**config.mk**
```make
export PLATFORM = sky130hd
export DESIGN_NAME = instruction_fetch
export DESIGN_NICKNAME = d
export VERILOG_FILES = /design/src/rtl/mips_pkg.sv /design/src/rtl/instruction_fetch_pc_reg.sv /design/src/rtl/instruction_fetch.sv
export SDC_FILE = /design/constraint.sdc
export NUM_CORES = 1
export LEC_CHECK = 0
export ABC_CLOCK_PERIOD_IN_PS = 1700
export CAP_MARGIN = 20
export CORE_UTILIZATION = 40
export CTS_BUF_LIST = sky130_fd_sc_hd__clkbuf_4 sky130_fd_sc_hd__clkbuf_8 sky130_fd_sc_hd__clkbuf_16
export DETAILED_ROUTE_END_ITERATION = 8
export GPL_TIMING_DRIVEN = 1
export PLACE_DENSITY = 0.77
export SLEW_MARGIN = 10
export SYNTH_ARGS = -nofsm -noshare
export SYNTH_HDL_FRONTEND = slang
export SYNTH_SLANG_ARGS = --single-unit
```
**constraint.sdc**
```tcl
create_clock -name Clk -period 1.7 [get_ports Clk]
set_input_delay 0.34 -clock Clk [delete_from_list [all_inputs] [get_ports Clk]]
set_output_delay 0.34 -clock Clk [all_outputs]
set_load 0.05 [all_outputs]
```
**src/rtl/mips_pkg.sv**
```systemverilog
// Shared MIPS pipeline definitions: NOP encoding, fetch FSM states and
// default fetch-stage parameters.
package mips_pkg;

    localparam logic [31:0] NOP               = 32'h0000_0000;
    localparam logic [31:0] DEFAULT_RESET_PC  = 32'h0000_0000;
    localparam int unsigned DEFAULT_MEM_DEPTH = 32;

    typedef enum logic {
        RUN,
        HALT
    } fetch_state_t;

    // Byte address to instruction-memory word index.
    function automatic logic [31:0] word_index(input logic [31:0] byte_addr);
        return byte_addr >> 2;
    endfunction

endpackage

```
**src/rtl/instruction_fetch_pc_reg.sv**
```systemverilog
// Program counter register: synchronous reset, load, hold and +4 increment.
// Load beats hold so a redirect can break out of a stall or a halt.
module pc_reg
    import mips_pkg::*;
#(
    parameter logic [31:0] RESET_PC = DEFAULT_RESET_PC
) (
    input  logic        clk,
    input  logic        reset,
    input  logic        hold,
    input  logic        load,
    input  logic [31:0] load_value,
    output logic [31:0] pc
);

    always_ff @(posedge clk) begin
        if (reset) begin
            pc <= RESET_PC;
        end else if (load) begin
            pc <= load_value;
        end else if (!hold) begin
            pc <= pc + 32'd4;
        end
    end

endmodule

```
**src/rtl/instruction_fetch.sv**
```systemverilog
// MIPS instruction-fetch stage: PC, instruction-memory addressing and IF/ID
// register. Define DELAY_SLOT_EN to keep the branch delay-slot instruction.
module instruction_fetch
    import mips_pkg::*;
#(
    parameter logic [31:0] RESET_PC  = DEFAULT_RESET_PC,
    parameter int unsigned MEM_DEPTH = DEFAULT_MEM_DEPTH
) (
    input  logic        Clk,
    input  logic        Reset,
    output logic [31:0] Read_address,
    input  logic [31:0] Instruction,
    input  logic        Stall,
    input  logic        Redirect,
    input  logic [31:0] Redirect_target,
    output logic [31:0] IFID_Instruction,
    output logic [31:0] IFID_PC_plus4,
    output logic        IFID_Valid,
    output logic        Halted
);

    localparam logic [31:0] DEPTH_WORDS = 32'(MEM_DEPTH);

    logic [31:0]  pc;
    logic [31:0]  pc_plus4;
    logic [31:0]  redirect_pc;
    logic         pc_in_range;
    logic         target_in_range;
    fetch_state_t state;

    assign redirect_pc     = {Redirect_target[31:2], 2'b00};
    assign pc_plus4        = pc + 32'd4;
    assign pc_in_range     = word_index(pc) < DEPTH_WORDS;
    assign target_in_range = word_index(Redirect_target) < DEPTH_WORDS;

    assign Read_address = word_index(pc);
    assign Halted       = (state == HALT) || !pc_in_range;

    // An out-of-range PC freezes until a redirect or reset moves it.
    pc_reg #(
        .RESET_PC(RESET_PC)
    ) u_pc_reg (
        .clk       (Clk),
        .reset     (Reset),
        .hold      (Stall || !pc_in_range),
        .load      (Redirect),
        .load_value(redirect_pc),
        .pc        (pc)
    );

    always_ff @(posedge Clk) begin
        if (Reset) begin
            state            <= RUN;
            IFID_Instruction <= NOP;
            IFID_PC_plus4    <= 32'd0;
            IFID_Valid       <= 1'b0;
        end else if (Redirect) begin
            if (target_in_range) begin
                state <= RUN;
            end
`ifdef DELAY_SLOT_EN
            if (pc_in_range) begin
                IFID_Instruction <= Instruction;
                IFID_PC_plus4    <= pc_plus4;
                IFID_Valid       <= 1'b1;
            end else begin
                IFID_Instruction <= NOP;
                IFID_PC_plus4    <= 32'd0;
                IFID_Valid       <= 1'b0;
            end
`else
            IFID_Instruction <= NOP;
            IFID_PC_plus4    <= 32'd0;
            IFID_Valid       <= 1'b0;
`endif
        end else if (Stall) begin
            state <= state;
        end else if (!pc_in_range) begin
            state            <= HALT;
            IFID_Instruction <= NOP;
            IFID_PC_plus4    <= 32'd0;
            IFID_Valid       <= 1'b0;
        end else begin
            state            <= RUN;
            IFID_Instruction <= Instruction;
            IFID_PC_plus4    <= pc_plus4;
            IFID_Valid       <= 1'b1;
        end
    end

endmodule

```
Word level (Yosys, flattened, before mapping)
Index checks and enable logic that the tools add are counted.

Reductions and logical operators: 5. Order comparisons: 2. Add/subtract/negate cells: 1. Multiplexer cells: 9. Equality and inequality tests: 3.

Operator list (count): 32-bit two-way mux (4); 30-bit by 6-bit < comparator with 1-bit output (second input constant) (2); 32-bit by 3-bit adder with 32-bit output (second input constant) (1); 1-bit two-way mux (5); 2-bit by 1-bit inequality test with 1-bit output (second input constant) (2); 1-bit logical OR (2); 2-bit inequality test (second input constant) (1); 2-bit AND reduction (1); 2-bit OR reduction (1); 1-bit zero test (1).

Bits of input ports: 68. Flip-flop bits (word level): 98. Output and inout port bits: 98.

Depth between registers and ports, before layout
Depth in word-level cells: 5. Gate-level depth with buffers: 6.

Cells and area by module
Synthesis repeated with hierarchy kept, for this count alone.

Cells, all modules: 543. Area total of the unflattened synthesis: 4488.1 um^2.

By module, submodules not included: instruction_fetch (cells each 312, area an instance 2608.8 um^2, instances 1, seq. area each 1321.3 um^2); pc_reg (cells each 231, area an instance 1879.3 um^2, instances 1, seq. area each 640.6 um^2).

Worst setup path after synthesis
No wires, ideal clock.

Kind: flip-flop to output port. Start point: reg u_pc_reg.pc[26]. End point: out Halted. Stages on the path, launching flop included: 6. Setup slack: -0.380 ns. Path buffers: 2. Arrival: 1.740 ns. Cells stage by stage: dfxtp_1 -> nor4_4 -> and4_1 -> buf_4 -> buf_4 -> nand3b_1.

Longest elaborated chain between the ends: 3.

Ends and longest elaborated chain: start: declaration (line instruction_fetch_pc_reg.sv:13) `output logic [31:0] pc`; start signal: assignment (line instruction_fetch_pc_reg.sv:20) `pc <= load_value;`; start signal: assignment (line instruction_fetch_pc_reg.sv:22) `pc <= pc + 32'd4;`; 30-bit by 6-bit < comparator with 1-bit output (line instruction_fetch.sv:33) `assign pc_in_range = word_index(pc) < DEPTH_WORDS;`; 1-bit zero test; 1-bit logical OR (line instruction_fetch.sv:37) `assign Halted = (state == HALT) || !pc_in_range;`; end: declaration (line instruction_fetch.sv:19) `output logic Halted`.

Every way passes these cells.

Worst setup path after layout
Start point: reg u_pc_reg.pc[25]. End point: out Halted.

Same word-level chain as after synthesis.

==> metrics.txt <==
status=finished, violations left; failing checks=negative setup slack; gpl congestion=approximately 0.77; first drt pass iteration count=4; I/O pins=roughly 170; final slew viol count=0; post-route minimum period=roughly 1.9 ns; Reg area=1940 um2; deepest clock path buffer count=2; top cells by count, synth=94 x dfxtp_1, 41 x nand2_1, 39 x a21oi_1; slowest CP cell=dfxtp_4; Buffers on Ports=roughly 160; synth warn=0; DP HPWL=6990 um; HP Class=input pin to flop; CTS tree=yes; Final setup viols=1; Clock Latency Late Sink=0.36 ns; clock-pin transition on the worst setup and hold timing paths=0.09 ns; Die H=a little under 100 um; setup slack after layout=-0.217 ns; pin count of the biggest net entering global routing=between 100 and 150; DR vias=~3500; TritonCTS Sinks=94; final wirelength=~11000 um; die area=a little under 10000 um2; Final Power=around 4.8 mW; fillers=between 700 and 800; most common flop cell mapped by yosys=dfxtp_1; number of flops mapped to enable cells by yosys=0; CP delay by family, top=simple AND/OR/NAND/NOR gates; Critical Path AT=about 1.6 ns; core area=8890 um2; area post-placement=5260 um2; Post-synth ARST share=0; synthesized area=3740 um2; PwrDens=between 800 and 900 nW/um2; top achievable clock speed=between 500 and 600 MHz; path type of the worst setup path=flop to primary output; final setup TNS=-0.217 ns; antenna violations before repair=0; Worst slew margin=0.443; Fin Clk Skew=~0.014 ns; endpoint type of the worst setup path=primary output; largest stage delay on the critical path=roughly 0.37 ns; max cap viols=0; share of the synthesized area in the top cell type=0.503; first-pass GRT wire length=~16000 um; Crit Path Max Fanout=3; final global-route overflow total=0; final hold vios=0; H-Tree Depth=3; met1 capacity usage during global routing=0.272; Synth cell types=40; Worst EP required=around 1.4 ns; initial drt markers=approximately 150; CTS root buf=clkbuf_8; top cells by area, synth=dfxtp_1 50%, nand4b_1 8.2%, mux2i_1 6.4%; Yosys top cell by area=dfxtp_1; met3 Resource Use GR=0.0447; Reg power frac=0.486; Syn Area/Cell=roughly 9.5 um2; Die X=slightly below 100 um; Clk pwr share=0.337; GRT Total Usage=0.210; DP Cell Count=approximately 640; #FFs+latches synth=94; DRC=0; Comb pwr share=0.177; TritonCTS buffer count=9; CP Cell Sequence=nor4_4 -> and4_4 -> nand3b_1 -> buf_6; Nets=619; register area share after synthesis=0.503; number of global-route vias before repair=approximately 3300; utilization after layout=0.633; slew of the pin with the lowest slew margin=0.836 ns; net load switching power=1.30 mW; layout cells sized above 1=0.308; Via density=~5.2; Antenna Nets Post-Route=0; RSZ-0062 raised after global routing=true; Tcrit/Tclk final=1.13; Pleak=~2.3 nW; Net Sw Frac=0.273; Area Growth Syn to Fin=50.2%; met2 Track Usage GR=0.339; gr busiest metal=met2; crit path launch type=flop; Max VDD drop=461 uV; P_int=about 3.5 mW; diode count=0; count leader, synth=dfxtp_1; Critical path buffers and inverters=1; final cell count without fillers=663; Multi-input gate area=about 1700 um2; Initial Utilization=0.421; max FFs per register=32; fin area=5620 um2; Cells after Synth=around 400; Avg WL per Cell=roughly 16 um; number of cell rows=34
[worst register-to-register path, cell delays in order (launching register included)]
cell and delay (ns):
dfxtp_4 0.37, nor4_4 0.32, buf_4 0.16, nand4_2 0.15, or3_4 0.41, a311oi_2 0.19
[cells by family (layout without fill, tap and decap cells)]
group / after synthesis / after routing / share of synthesized area
muxes: 24 / 24 / 0.0642
xor gates and xnor gates: 3 / 3 / 0.00702
AOI/OAI and AO/OA: 57 / 57 / 0.0869
buffers and inverters: 42 / 198 / 0.0548
other: 1 / 4 / 0.00100
and+or+nand+nor: 174 / 174 / 0.280
DFF: 94 / 94 / 0.503
adders and majority gates: 1 / 1 / 0.00334
[final timing paths]
| path | startpoint | cells past startpoint | end | slack, ns |
|---|---|---|---|---|
| setup / recovery | u_pc_reg.pc[25] | 4 | Halted | -0.22 |
| hold / removal | Redirect | 3 | u_pc_reg.pc[3] | 0.44 |
| setup reg to reg | u_pc_reg.pc[25] | 5 | u_pc_reg.pc[2] | 0.02 |
| hold reg to reg | IFID_Instruction[27] | 2 | IFID_Instruction[27] | 0.46 |
[through the flow]
stage / worst slack (ns) / hold WS, ns
finish: -0.217 / 0.438
global route: -0.280 / 0.469
CTS: -0.213 / 0.401
detailed placement: 0.00812 / 0.453
global placement: 0.0429 / 0.449
floorplan: -0.200 / 0.448
[metal layers]
metal | vias up | share of wire
met5 | - | 0
met4 | 0 | 0.021
met3 | 18 | 0.055
met2 | 118 | 0.48
met1 | 1619 | 0.44
li1 | 1719 | -
[cell usage in the layout, fill, tap and decap left out, drive strengths merged, types with 2 or more instances in the layout]
cell           netlist  layout
buf                 20     115
dfxtp               94      94
clkdlybuf4s50        0      63
nand2               41      41
a21oi               39      39
nand4b              35      35
nor2                33      33
and3                26      26
mux2i               24      24
clkbuf              20      14
nor4                14      14
nand3               11      11
nor3                 4       4
o21ai                4       4
conb                 1       4
xnor2                3       3
nand4                3       3
inv                  2       3
nor3b                2       2
o211ai               2       2
o21a                 2       2
a311oi               2       2
[repair_timing]
| action | CTS | global route |
|---|---|---|
| hold buffers | 0 | 0 |
| resized for setup | 5 | 3 |
| setup buffers | 7 | 0 |
| pin swaps | 7 | 4 |
| gates cloned | 0 | 3 |
| setup endpoints to repair | 1 | 36 |
[layout make-up]
type / count / share of cell area
inverter: 2 / 0.00133
timing repair buffer: 180 / 0.286
tap: 108 / 0.0240
clock inverter: 4 / 0.00934
multi-input combinational: 263 / 0.304
clock buffer: 12 / 0.0303
sequential: 94 / 0.345
[power by group through the flow]
stage	Sequential (mW)	Combinational [mW]	Clock, mW
4_1_cts	2.31	0.813	1.64
3_5_place_dp	2.36	0.780	0
6_report	2.31	0.842	1.60
2_1_floorplan	2.51	0.307	0
5_1_grt	2.32	0.897	1.74
3_3_place_gp	2.36	0.770	0
Note: power is estimated with default switching activity, not from simulation.
